**src/rtl/nco_phase_gen_if.sv**
```systemverilog
// Output sample stream of the NCO phase generator: valid/ready handshake
// carrying the range-reduced angle, its quadrant and the raw offset phase.
interface nco_phase_gen_if;
   logic               out_valid;
   logic               out_ready;
   logic signed [31:0] angle_out;
   logic        [1:0]  quadrant_out;
   logic        [31:0] phase_out;

   modport master (
      output out_valid,
      output angle_out,
      output quadrant_out,
      output phase_out,
      input  out_ready
   );

   modport slave (
      input  out_valid,
      input  angle_out,
      input  quadrant_out,
      input  phase_out,
      output out_ready
   );
endinterface

```
**src/rtl/nco_phase_gen.sv**
```systemverilog
// Phase accumulator followed by range reduction into a signed Q2.30 angle in
// [-pi/4, pi/4) plus quadrant, feeding the CORDIC core's convergence window.
module nco_phase_gen #(
   parameter logic [31:0] PI_HALF = 32'h6487ED51,
   parameter logic [31:0] EIGHTH  = 32'h20000000
) (
   input  logic                   clk_in,
   input  logic                   rst_n,
   input  logic                   enable,
   input  logic                   fcw_load,
   input  logic [31:0]            fcw_in,
   input  logic [31:0]            phase_offset,
   input  logic                   phase_clear,
   nco_phase_gen_if.master        smp
);

   // Residual (turn units, +-2^29) times pi/2 in Q2.30, floored back to Q2.30.
   function automatic logic signed [31:0] scale_angle(input logic signed [30:0] resid);
      logic signed [62:0] resid_x;
      logic signed [62:0] k_x;
      logic signed [62:0] prod;
      resid_x = 63'(resid);
      k_x     = 63'($signed(PI_HALF));
      prod    = resid_x * k_x;
      return 32'(prod >>> 30);
   endfunction

   logic [31:0]        fcw_reg;
   logic [31:0]        acc;
   logic [31:0]        phase_p1;
   logic               vld_p1;
   logic [1:0]         quad_p2;
   logic signed [30:0] resid_p2;
   logic [31:0]        phase_p2;
   logic               vld_p2;
   logic signed [31:0] angle_p3;
   logic [1:0]         quad_p3;
   logic [31:0]        phase_p3;
   logic               vld_p3;

   logic               adv;
   logic [31:0]        shifted;
   logic signed [30:0] resid_next;

   assign adv        = !(vld_p3 && !smp.out_ready);
   assign shifted    = phase_p1 + EIGHTH;
   assign resid_next = $signed({1'b0, shifted[29:0]} - 31'h2000_0000);

   // Frequency word loads even while the pipeline is stalled.
   always_ff @(posedge clk_in or negedge rst_n) begin
      if (!rst_n) begin
         fcw_reg <= '0;
      end else if (fcw_load) begin
         fcw_reg <= fcw_in;
      end
   end

   always_ff @(posedge clk_in or negedge rst_n) begin
      if (!rst_n) begin
         acc      <= '0;
         phase_p1 <= '0;
         vld_p1   <= 1'b0;
         quad_p2  <= '0;
         resid_p2 <= '0;
         phase_p2 <= '0;
         vld_p2   <= 1'b0;
         angle_p3 <= '0;
         quad_p3  <= '0;
         phase_p3 <= '0;
         vld_p3   <= 1'b0;
      end else if (adv) begin
         // p0: accumulator, clear wins over enable
         if (phase_clear) begin
            acc <= '0;
         end else if (enable) begin
            acc <= acc + fcw_reg;
         end
         // p1: offset phase sampled from the pre-increment accumulator
         phase_p1 <= acc + phase_offset;
         vld_p1   <= enable && !phase_clear;
         // p2: quadrant split after shifting by an eighth turn
         quad_p2  <= shifted[31:30];
         resid_p2 <= resid_next;
         phase_p2 <= phase_p1;
         vld_p2   <= vld_p1 && !phase_clear;
         // p3: scale residual to radians
         angle_p3 <= scale_angle(resid_p2);
         quad_p3  <= quad_p2;
         phase_p3 <= phase_p2;
         vld_p3   <= vld_p2 && !phase_clear;
      end
   end

   assign smp.out_valid    = vld_p3;
   assign smp.angle_out    = angle_p3;
   assign smp.quadrant_out = quad_p3;
   assign smp.phase_out    = phase_p3;

endmodule

```
**src/flat_wrapper.sv**
```systemverilog
// flat-port wrapper written by rule: the top's interface ports become plain ports
module nco_phase_gen_flat 
#(
   parameter logic [31:0] PI_HALF = 32'h6487ED51,
   parameter logic [31:0] EIGHTH  = 32'h20000000
)
  (clk_in, rst_n, enable, fcw_load, fcw_in, phase_offset, phase_clear, smp_out_valid, smp_angle_out, smp_quadrant_out, smp_phase_out, smp_out_ready);
  nco_phase_gen_if smp_i ();
  input  logic clk_in;
  input  logic rst_n;
  input  logic enable;
  input  logic fcw_load;
  input  logic [31:0] fcw_in;
  input  logic [31:0] phase_offset;
  input  logic phase_clear;
  output wire logic [$bits(smp_i.out_valid)-1:0] smp_out_valid;
  output wire logic [$bits(smp_i.angle_out)-1:0] smp_angle_out;
  output wire logic [$bits(smp_i.quadrant_out)-1:0] smp_quadrant_out;
  output wire logic [$bits(smp_i.phase_out)-1:0] smp_phase_out;
  input wire logic [$bits(smp_i.out_ready)-1:0] smp_out_ready;
  assign smp_out_valid = smp_i.out_valid;
  assign smp_angle_out = smp_i.angle_out;
  assign smp_quadrant_out = smp_i.quadrant_out;
  assign smp_phase_out = smp_i.phase_out;
  assign smp_i.out_ready = smp_out_ready;
  nco_phase_gen #(.PI_HALF(PI_HALF), .EIGHTH(EIGHTH)) u_core (.clk_in(clk_in), .rst_n(rst_n), .enable(enable), .fcw_load(fcw_load), .fcw_in(fcw_in), .phase_offset(phase_offset), .phase_clear(phase_clear), .smp(smp_i));
endmodule
```
**config.mk**
```make
export PLATFORM = sky130hd
export DESIGN_NAME = nco_phase_gen_flat
export DESIGN_NICKNAME = d
export VERILOG_FILES = /design/src/rtl/nco_phase_gen_if.sv /design/src/rtl/nco_phase_gen.sv /design/src/flat_wrapper.sv
export SDC_FILE = /design/constraint.sdc
export NUM_CORES = 1
export LEC_CHECK = 0
export ABC_AREA = 1
export BUFFER_PORTS_ARGS = -buffer_cell sky130_fd_sc_hd__buf_2
export CORE_UTILIZATION = 55
export DETAILED_ROUTE_END_ITERATION = 6
export GPL_TIMING_DRIVEN = 0
export PLACE_DENSITY = 0.73
export SKIP_LAST_GASP = 1
export SLEW_MARGIN = 20
export SYNTH_ARGS = -nofsm -noshare
export SYNTH_HDL_FRONTEND = slang
export SYNTH_SLANG_ARGS = --single-unit
```
**constraint.sdc**
```tcl
create_clock -name clk_in -period 5.8 [get_ports clk_in]
set_input_delay 1.16 -clock clk_in [delete_from_list [all_inputs] [get_ports clk_in]]
set_output_delay 1.16 -clock clk_in [all_outputs]
set_load 0.1 [all_outputs]
```
; Word level (Yosys, flattened, before mapping)
; Index checks and enable logic that the tools add are counted.
[totals]
ff_bits = 230
word_cells = 28
[op_classes]
muxes = 2
n_reduce_logical = 8
bitwise_logic = 1
n_mul = 1
n_addsub = 4
[ops]
columns = op, n
row1 = $add 32x32->32, 2
row2 = $mux 32, 2
row3 = $mul 31x32->62 const B, 1
row4 = $add 32x30->32 const B, 1
row5 = $sub 30x30->31 const B, 1
row6 = $logic_and 1x1->1, 4
row7 = $logic_not 1->1, 2
row8 = $reduce_and 2->1, 1
row9 = $reduce_bool 2->1, 1
row10 = $not 1->1, 1

; Logic depth before layout (Yosys ltp)
[depth]
word_depth = 4
depth_mapped = 30
ltp_nobuf = 30

; Worst setup path after synthesis
; OpenSTA, ideal clock, no wires.
[synth_timing]
kind = register -> register
from = reg u_core.phase_p2[14] (netlist name)
to = reg u_core.angle_p3[28], in the netlist u_core.smp.angle_out[28]
required_time_ps = 5680
arrival_ps = 6043
n_path_buf = 0
path_stages_with_launch = 26
path_slack_ps = -363
setup_ps = 120
path_cell_list = dfrtp_1 inv_1 fa_1 inv_1 fa_1 inv_1 fa_1 fa_1 inv_1 fa_1 fa_1 fa_1 inv_1 fa_1 inv_1 ha_1 a21oi_1 o21ai_1 inv_1 o21ai_1 a21oi_1 nor2_1 nor2_1 nand3_1 nand3_1 nand2_1
[synth_rtl]
columns = element, line_no
row1 = end signal: assignment, nco_phase_gen.sv:87  ; angle_p3 <= scale_angle(resid_p2);
row2 = end: declaration, nco_phase_gen.sv:36  ; logic signed [31:0] angle_p3;

==> results.sh <==
export IMPL_syn_avg_cell_area_sq_um=8.39
export IMPL_violations="negative setup slack"
export IMPL_setup_violations=32
export IMPL_synth_edf_count=0
export IMPL_syn_nets=4151
export IMPL_clockBufferDepth=2
export IMPL_drt_vias_per_instance=5.62
export IMPL_portBuffers=135
export IMPL_antenna_found_initial=1
export IMPL_grt_pass1_vias=23893
export IMPL_synthToLayoutAreaGrowth_pct=16.3
export IMPL_start_util_pct=56.2
export IMPL_fmax_mhz=155
export IMPL_r2r_end="u_core.smp.angle_out[2]"
export IMPL_nets=4393
export IMPL_finalHoldViolCount=0
export IMPL_worstSkewPairLatency_ns=0.52
export IMPL_grt_use_met1_pct=47.5
export IMPL_layout_min_cycle_time_ns=6.45
export IMPL_io_pins=137
export IMPL_die_h_microns=226
export IMPL_fp_row_count=81
export IMPL_required_ns=6.17
export IMPL_r2r_start="u_core.phase_p2[15]"
export IMPL_coreArea_sq_um=49300
export IMPL_root_buffer="clkbuf_16"
export IMPL_async_flop_share_pct=100
export IMPL_finalMaxSlewViolations=0
export IMPL_critical_path_class="reg -> reg"
export IMPL_post_route_drc_count=0
export IMPL_fp_dieW_microns=226
export IMPL_r2r_cells=23
export IMPL_multiInputGateArea_sq_um=21400
export IMPL_synth_area_top_cells="fa_1 25%, ha_1 20%, dfrtp_1 18%"
export IMPL_vias=23719
export IMPL_grt_max_degree=97
export IMPL_synth_seq_cells=199
export IMPL_ys_seq_area_share_pct=18.0
export IMPL_dr_pass1_iters=7
export IMPL_hp_class="in -> async"
export IMPL_layout_commonest_cell="inv_1"
export IMPL_synth_area_sq_um=27700
export IMPL_final_cell_mix="649 x inv_1, 599 x nand2_1, 401 x ha_1"
export IMPL_fin_ws_ns=-0.654
export IMPL_fill_cells=4088
export IMPL_r2r_slack_ns=-0.65
export IMPL_place_congestion=1.03
export IMPL_gr_total_overflow=0
export IMPL_seq_area_sq_um=5040
export IMPL_cts_hold_fix_buffers=0
export IMPL_ys_types=51
export IMPL_die_area_sq_um=51200
export IMPL_maxSlewHeadroom_pct=24.3
export IMPL_grt_use_met3_pct=7.96
export IMPL_ys_warn_count=0
export IMPL_htreeDepth=4
export IMPL_layout_drive_gt1_share_pct=20.2
export IMPL_worst_pin_slew_ns=1.14
export IMPL_grt_use_total_pct=36.1
export IMPL_rsz0062_at_grt="yes"
export IMPL_path_clk_slew_ns=0.09
export IMPL_clock_sinks=199
export IMPL_hpwl_microns=72700
export IMPL_period_share_pct=111
export IMPL_arrival_ns=6.83
export IMPL_grt_pass1_wl_microns=136000
export IMPL_diodes=0
export IMPL_clock_skew_ns=0.0242
export IMPL_synth_main_ff_cell="dfrtp_1"
export IMPL_maxCapViolations=0
export IMPL_cts_tree="built"
export IMPL_grt_busiest_layer="met2"
export IMPL_drt_iter0_markers=1967
export IMPL_yosysTopAreaCell="fa_1"
export IMPL_pre_cts_ws_ns=-1.20
export IMPL_wl_per_cell_microns=21.1
export IMPL_end_kind="register"
export IMPL_use_met2_pct=56.7
export IMPL_synth_top_cell_area_share_pct=24.6
export IMPL_antenna_left=0
export IMPL_cts_buffers=17
export IMPL_netlist_instances=3299
export IMPL_status="finished with violations"
export IMPL_drt_total_wl_microns=88800
export IMPL_critPathMaxFanout=5
export IMPL_cp_start_kind="register"
per-layer routing:
metal  vias up  wire, microns
met5         -              8
met4         2           4420
met3       235           8150
met2      1105          40200
met1     11508          36000
li1      10869              -
repair_timing:
action / 4_1_cts / 5_1_grt
endpoints found under the setup margin: 32 / 32
setup buffers: 63 / 23
gates resized for setup: 231 / 101
pin swaps: 96 / 85
logic make-up after synthesis:
logic type               synth area share (%)
buffers and inverters                    10.3
adder cells (fa/ha/maj)                  44.6
XOR/XNOR                                0.696
AO/OA/AOI/OAI                            8.59
multiplexers                             1.30
AND/OR/NAND/NOR                          16.5
flip-flops                               18.0
cell type report:
| type | instances | area share (%) |
|---|---|---|
| Clock buffer | 21 | 1.43 |
| Buffer | 38 | 0.486 |
| Clock inverter | 11 | 0.435 |
| Tap cell | 664 | 2.58 |
| Sequential cell | 199 | 15.7 |
| Multi-Input combinational cell | 2342 | 66.4 |
| Inverter | 720 | 8.50 |
| Timing Repair Buffer | 223 | 4.47 |
Yosys cell counts (all sizes together), types with 2 or more instances:
| master | count |
|---|---|
| a21o | 14 |
| a21oi | 167 |
| nor2 | 211 |
| o21bai | 13 |
| mux2 | 32 |
| fa | 340 |
| xor2 | 9 |
| buf | 15 |
| a32o | 2 |
| clkbuf | 23 |
| xnor2 | 13 |
| nand4 | 17 |
| dfrtp | 199 |
| inv | 720 |
| o211ai | 5 |
| nand3 | 131 |
| a31oi | 11 |
| o21ai | 201 |
| nor4 | 11 |
| and3 | 3 |
| ha | 442 |
| nand3b | 10 |
| or2 | 14 |
| o21a | 8 |
| nand2 | 652 |
| nor3 | 26 |
| a21boi | 3 |
critical path, cell delays in order (launching register included):
cell and delay (ns):
dfrtp_2 0.38, inv_2 0.05, fa_1 0.54, inv_2 0.08
fa_1 0.56, inv_2 0.05, fa_2 0.44, fa_1 0.49
inv_1 0.05, fa_2 0.56, fa_1 0.45, fa_1 0.54
inv_2 0.06, fa_2 0.57, inv_2 0.06, ha_4 0.29
a21oi_4 0.19, nand2_2 0.14, o21bai_4 0.22, a21oi_2 0.15
nand2_4 0.08, buf_4 0.15, xnor2_1 0.14, o21ai_1 0.07
worst max-delay path by stage:
stage          cells after the start                       end  slack [ns]                 from
3_5_place_dp                      23  u_core.smp.angle_out[18]       -1.20  u_core.phase_p2[16]
4_1_cts                           24  u_core.smp.angle_out[20]       -0.59  u_core.phase_p2[17]
5_1_grt                           26  u_core.smp.angle_out[17]       -0.80  u_core.phase_p2[15]
6_report                          23   u_core.smp.angle_out[2]       -0.65  u_core.phase_p2[15]
3_3_place_gp                      24  u_core.smp.angle_out[28]       -1.16  u_core.phase_p2[16]
2_1_floorplan                     24  u_core.smp.angle_out[19]       -0.12  u_core.phase_p2[18]
metrics by stage:
| step | TNS (ns) | util, % | hold WS, ns | instance area, sq um | std cells |
|---|---|---|---|---|---|
| 6_report | -17.80 | 65.3 | 0.444 | 32200 | 4218 |
| 3_3_place_gp | -36.62 | 59.9 | 0.451 | 29500 | 4098 |
| 3_5_place_dp | -33.66 | 60.0 | 0.454 | 29600 | 4100 |
| 5_1_grt | -23.04 | 65.3 | 0.443 | 32200 | 4218 |
| 2_1_floorplan | -1.76 | - | 0.442 | 28000 | 3299 |
| 4_1_cts | -15.74 | 64.2 | 0.427 | 31600 | 4195 |
Power is not shown: default switching activity piles up to over one toggle a cycle in this logic, so the estimate is an artifact.
